`config.mk`:
```
export PLATFORM = sky130hd
export DESIGN_NAME = sa_controller
export DESIGN_NICKNAME = d
export VERILOG_FILES = /design/src/rtl/sa_controller.sv
export SDC_FILE = /design/constraint.sdc
export NUM_CORES = 1
export LEC_CHECK = 0
export CORE_MARGIN = 4
export CORE_UTILIZATION = 33
export CTS_CLUSTER_DIAMETER = 40
export DETAILED_ROUTE_END_ITERATION = 16
export GPL_TIMING_DRIVEN = 1
export SLEW_MARGIN = 20
export SYNTH_ARGS = -nofsm -noshare
export SYNTH_HDL_FRONTEND = slang
export SYNTH_SLANG_ARGS = --single-unit
```
`constraint.sdc`:
```
create_clock -name i_clk -period 3.45 [get_ports i_clk]
set_input_delay 0.345 -clock i_clk [delete_from_list [all_inputs] [get_ports i_clk]]
set_output_delay 0.345 -clock i_clk [all_outputs]
set_load 0.02 [all_outputs]
```
`src/rtl/sa_controller.sv`:
```
// rtl/sa_controller.sv - sequencer for an output-stationary systolic MAC array
// Clears the PEs, runs the skewed compute window, then drains one psum column per handshake.
module sa_controller #(
  parameter int ROWS      = 4,
  parameter int COLS      = 4,
  parameter int K_WIDTH   = 8,
  parameter int CNT_WIDTH = 10
) (
  input  logic                     i_clk,
  input  logic                     i_nrst,
  input  logic                     i_start,
  input  logic [K_WIDTH-1:0]       i_k_len,
  output logic                     o_busy,
  output logic                     o_done,
  output logic                     o_reg_clear,
  output logic                     o_pe_en,
  output logic                     o_psum_out_en,
  output logic [CNT_WIDTH-1:0]     o_feed_cnt,
  output logic [ROWS-1:0]          o_row_feed_en,
  output logic [COLS-1:0]          o_col_feed_en,
  output logic                     o_out_valid,
  input  logic                     i_out_ready,
  output logic [$clog2(COLS)-1:0]  o_out_col
);

  localparam int COL_W = $clog2(COLS);
  // Last compute index is W-1 = K + ROWS + COLS - 3; the skew part is constant.
  localparam logic [CNT_WIDTH-1:0] SKEW_LAST = CNT_WIDTH'(ROWS + COLS - 3);
  localparam logic [COL_W-1:0]     LAST_COL  = COL_W'(COLS - 1);

  typedef enum logic [2:0] {
    S_IDLE,
    S_CLEAR,
    S_COMPUTE,
    S_DRAIN,
    S_DONE
  } state_t;

  state_t               state_q;
  logic [K_WIDTH-1:0]   k_q;
  logic [CNT_WIDTH-1:0] t_q;
  logic [COL_W-1:0]     d_q;

  logic [CNT_WIDTH-1:0] k_ext;
  logic [CNT_WIDTH-1:0] t_last;
  logic                 in_compute;
  logic                 in_drain;

  assign k_ext      = CNT_WIDTH'(k_q);
  assign t_last     = k_ext + SKEW_LAST;
  assign in_compute = (state_q == S_COMPUTE);
  assign in_drain   = (state_q == S_DRAIN);

  always_ff @(posedge i_clk or negedge i_nrst) begin
    if (!i_nrst) begin
      state_q <= S_IDLE;
      k_q     <= '0;
      t_q     <= '0;
      d_q     <= '0;
    end else begin
      case (state_q)
        S_IDLE: begin
          if (i_start) begin
            k_q     <= i_k_len;
            state_q <= S_CLEAR;
          end
        end
        S_CLEAR: begin
          t_q     <= '0;
          d_q     <= '0;
          state_q <= (k_q != '0) ? S_COMPUTE : S_DRAIN;
        end
        S_COMPUTE: begin
          if (t_q == t_last) begin
            d_q     <= '0;
            state_q <= S_DRAIN;
          end else begin
            t_q <= t_q + 1'b1;
          end
        end
        S_DRAIN: begin
          if (i_out_ready) begin
            if (d_q == LAST_COL) begin
              state_q <= S_DONE;
            end else begin
              d_q <= d_q + 1'b1;
            end
          end
        end
        S_DONE: begin
          state_q <= S_IDLE;
        end
        default: begin
          state_q <= S_IDLE;
        end
      endcase
    end
  end

  assign o_busy        = (state_q != S_IDLE);
  assign o_done        = (state_q == S_DONE);
  assign o_reg_clear   = (state_q == S_CLEAR);
  assign o_pe_en       = in_compute;
  assign o_out_valid   = in_drain;
  assign o_out_col     = in_drain ? d_q : '0;
  assign o_feed_cnt    = in_compute ? t_q : '0;
  // Only the drain shift depends on the sink's ready in the same cycle.
  assign o_psum_out_en = in_drain & i_out_ready;

  // Row r and column c see operand t-r / t-c, valid for K consecutive cycles.
  always_comb begin
    o_row_feed_en = '0;
    for (int r = 0; r < ROWS; r++) begin
      o_row_feed_en[r] = in_compute && (t_q >= CNT_WIDTH'(r)) &&
                         (t_q < CNT_WIDTH'(r) + k_ext);
    end
  end

  always_comb begin
    o_col_feed_en = '0;
    for (int c = 0; c < COLS; c++) begin
      o_col_feed_en[c] = in_compute && (t_q >= CNT_WIDTH'(c)) &&
                         (t_q < CNT_WIDTH'(c) + k_ext);
    end
  end

endmodule

```
# Word level (Yosys, flattened, before mapping)
# Index checks and enable logic that the tools add are counted.
# classes
bitwise,1
muxes,14
add_sub_neg,6
eq_ne,12
n_lt_le_gt_ge,8
n_reduce_logical,17
# ops
cell,n
less-than comparator 10 x 9 -> 1 bit,3
">= comparator 10 x 1 -> 1 bit, second input constant",2
">= comparator 10 x 2 -> 1 bit, second input constant",2
2-to-1 mux 10 bit,2
case mux 10 bit (2 select lines),1
"adder 2 x 8 -> 9 bit, first input constant",2
2-to-1 mux 3 bit,4
case mux 3 bit (4 select lines),1
"adder 10 x 1 -> 10 bit, second input constant",1
equality test 10 x 9 -> 1 bit,1
less-than comparator 10 x 8 -> 1 bit,1
"adder 1 x 8 -> 9 bit, first input constant",1
"adder 8 x 3 -> 9 bit, second input constant",1
logical AND 1 bit,8
2-to-1 mux 2 bit,4
"inequality test 2 bit, second input constant",4
AND reduction 4 bit,2
nonzero test 8 bit,1
"equality test 3 x 2 -> 1 bit, second input constant",2
case mux 2 bit (3 select lines),1
nonzero test 3 bit,2
"inequality test 2 x 1 -> 1 bit, second input constant",2
AND reduction 2 bit,2
"equality test 3 x 1 -> 1 bit, second input constant",1
7 further kinds,7
# word_totals
output_inout_bits,26
ff_bits,23
word_cells,62
in_bits,12

# Logic depth before layout (Yosys ltp)
# logic_depth
depth_word,4
depth_mapped,11
mapped_depth_nobuf,10

# Worst setup path before layout
# OpenSTA, ideal clock, no wires.
# synth_path
kind,register to output
startpoint,reg k_q[1]
endpoint,out o_row_feed_en[3]
path_slack_ns,0.453
path_buffers,1
t_arrival_ns,2.652
required_ns,3.105
path_stages_with_launch,12
cell_sequence,dfrtp_1 > inv_1 > ha_1 > a21oi_1 > nor2_1 > xnor2_1 > ha_1 > a21o_1 > a2111oi_0 > o21ai_0 > a21oi_1 > buf_4
# synth_between
elab_chain_cells,3
# synth_rtl
item,line,source
start: declaration,40,logic [K_WIDTH-1:0] k_q;
start signal: assignment,64,k_q <= i_k_len;
adder 2 x 8 -> 9 bit,--,
less-than comparator 10 x 9 -> 1 bit,--,
logical AND 1 bit,--,
end: declaration,19,"output logic [ROWS-1:0] o_row_feed_en,"
# Every way passes these cells.

# Final worst setup path
# layout_path
startpoint,reg k_q[1]
endpoint,out o_row_feed_en[0]
# layout_between
elab_chain_cells,2
# layout_rtl
item,line,source
less-than comparator 10 x 8 -> 1 bit,115,(t_q < CNT_WIDTH'(r) + k_ext);
logical AND 1 bit,114,o_row_feed_en[r] = in_compute && (t_q >= CNT_WIDTH'(r)) &&
# Every way passes these cells.

==> qor.yml <==
floorplanning:
  num_rows: 32
  dieArea_um2: 9530
  core_area_um2: 7770
  start_util_pct: 34.1
  ios: 38
  fp.dieH_um: 97.6
  fp.dieW_um: 97.6
clock_network:
  clk_path_buf_depth: 2
  post-cts-setup-buffers: 0
  cts_hold_buf: 0
  ctsHtreeMaxLevel: 1
  path_clk_slew_ns: 0.09
  cts_tree: "yes"
  cts-root-buf: "clkbuf_8"
  clkLatencyLatePin_ns: 0.27
  cts_made_buffers: 3
  cts_sinks: 23
setup_path:
  crit_top_cell: "o21ai_0"
  ff2ff_path_depth: 9
  crit_arrival_ns: 2.98
  crit_chain: "inv_1 > buf_4 > ha_1 > nor2b_1 > o21ai_0 > nand2b_1 > a21oi_1 > o21ai_0 > a31oi_2 > clkdlybuf4s50_1"
  path_class: "reg -> out"
  slowest_stage: "clkdlybuf4s50_1"
  crit_start: "k_q[1]"
  r2r_slack_ns: 0.86
  reg2reg_from: "k_q[2]"
  cp_data_required_time_ns: 3.11
  cp_max_fo: 6
  setup.worst_path.start_class: "register"
  r2r_end: "t_q[3]"
  critPathCaptureType: "output pin"
  cpPeakStageDelay_ns: 0.67
power_and_ir_drop:
  p_leak_uw: 0.00144
  p_total_uw: 2990
  p_per_area_nw_per_um2: 929
  peakVddDrop_mv: 0.390
timing:
  final_hold_viol_count: 0
  fin_worst_skew_ns: 0.00447
  clock.fmax_ghz: 0.300
  setup_viol: 0
  tightestPinTransition_ns: 0.795
  fin_crit_sh_pct: 96.5
  final_max_slew_viol_count: 0
  max_slew_margin_pct: 46.8
  layout_min_cycle_time_ns: 3.33
  fin_setup_tns_ns: 0
hold_path:
  min_path_type: "in -> async"
final_layout:
  final_common_cell: "ha_1"
  insertedDiodeCount: 0
  final_cell_area_um2: 3220
  post_route_cells_drive_above_1_share_pct: 9.37
  final_nets: 420
  most-common-layout-cells: "ha_1 (44), clkdlybuf4s50_1 (30), nand2_1 (28)"
  syn2layout_area_growth_pct: 21.4
synthesis:
  async_flop_share_pct: 100
  synthTopCellsByArea: "dfrtp_1 (22%), ha_1 (21%), xnor2_1 (5.9%), a21oi_1 (4.5%), nand2_1 (4.0%)"
  synth_warnings: 0
  syn_area_um2: 2650
  syn-num-nets: 381
  synth_area_per_cell_um2: 8.15
  synth_top_cell_by_area: "dfrtp_1"
  yosysSeqAreaShare_pct: 21.7
  synth_cell_types: 53
  synth_flop_cell: "dfrtp_1"
  synth_cells: 325
  synth_edf_count: 0
  synth_top_area_share_pct: 21.7
  synth_seq_cells: 23
job:
  drv_cap: 0
route:
  drt-total-wl_mm: 7.79
  wl_per_cell_um: 16.7
  via_per_inst: 5.41
  vias: 2514
  dr.first_iter.drc_count: 127
  drtAntennaViolNets: 0
  drc: 0
  drt_first_pass_iters: 4
global_routing:
  grt_usage_pct: 16.4
  grt-ovfl-total: 0
  grt_pass1_wl_mm: 12.8
  grt_max_degree: 24
  busiest_layer: "met2"
  use_met3_pct: 2.66
  use_met1_pct: 23.9
  use_met2_pct: 25.0
  antenna_found_initial: 0
  grt_pass1_vias: 2404
place:
  dp_hpwl_mm: 5.99
  placed_area_um2: 3160
  gp_congestion: 0.918
  portBuffers: 37
outcome:
  status: "completed"
-- sequential cells by signal, summed over array words and instances, names as in the netlist --
register  count
state_q       3
d_q           2
k_q           8
t_q          10
-- how the worst max path moves through the flow --
stage | to | slack (ns)
finish | o_row_feed_en[0] | 0.12
global route | o_row_feed_en[0] | -0.03
CTS | o_col_feed_en[2] | 0.04
detailed placement | o_col_feed_en[3] | 0.12
global placement | o_col_feed_en[1] | 0.21
floorplan | o_row_feed_en[3] | 0.45
-- synthesized netlist by cell type (3+ instances only) --
| cell | n |
|---|---|
| ha_1 | 44 |
| buf_2 | 5 |
| dfrtp_1 | 23 |
| o211ai_1 | 3 |
| xnor2_1 | 18 |
| nor2_1 | 25 |
| nand2b_1 | 3 |
| nor2b_1 | 5 |
| o31ai_1 | 3 |
| a21o_1 | 3 |
| nand3_1 | 10 |
| a21oi_1 | 24 |
| or4_1 | 3 |
| nor4_1 | 5 |
| buf_4 | 6 |
| nand4_1 | 5 |
| clkbuf_1 | 7 |
| o21ai_0 | 17 |
| and3_1 | 8 |
| o21ai_1 | 4 |
| nand2_1 | 28 |
| or3_1 | 7 |
| a31oi_1 | 3 |
| and2_1 | 4 |
| nor3_1 | 6 |
| nor3b_1 | 4 |
| xor2_1 | 4 |
| inv_1 | 16 |
-- worst max-delay path, delay by kind of cell, from the launching register on --
family,cells,cell delay [ns]
flops,1,0.45
fa+ha+maj,1,0.29
buf+inv,3,0.92
compound gates,4,0.84
simple gates,2,0.22
-- final cells by class --
cell class | count | area (um2)
repair buffers | 55 | 494
fillers | 804 | 4550
well taps | 102 | 128
multi-input cells | 265 | 1910
inverters | 16 | 60.1
clock inverters | 1 | 5.00
flip-flops and latches | 23 | 577
clock buffers | 3 | 41.3
-- logic make-up after synthesis --
family / Yosys count / synth area share, %
AO/OA/AOI/OAI: 72 / 17.1
adder cells (fa/ha/maj): 44 / 20.8
buffers and inverters: 37 / 6.89
AND/OR/NAND/NOR: 125 / 24.9
multiplexers: 1 / 0.425
flip-flops: 23 / 21.7
XOR/XNOR: 23 / 8.17
-- per-layer routing --
metal  wire (um)  vias to the layer above
met5           0                        -
met3         481                       15
met1        3700                     1169
met4         187                        0
met2        3410                       91
li1            -                     1239
-- report_power, final --
group / total, uW / internal (uW) / switching, uW
combinational: 2240 / 977 / 1260
clock: 181 / 80.9 / 99.9
sequential: 571 / 372 / 199
-- per-stage QoR --
step	utilization [%]	cells	hold slack [ns]	worst slack (ns)
after detailed placement	40.6	461	0.377	0.121
final	41.4	465	0.0500	0.121
after floorplan	-	325	0.0494	0.453
after global placement	40.7	461	0.499	0.205
after global routing	41.4	465	0.0859	-0.0268
after CTS	41.3	465	0.0760	0.0394
-- what timing repair did --
item	4_1_cts	5_1_grt
gates resized for setup	5	12
pin swaps	0	0
setup endpoints to repair	4	8
Power figures use the tool's default switching activity.
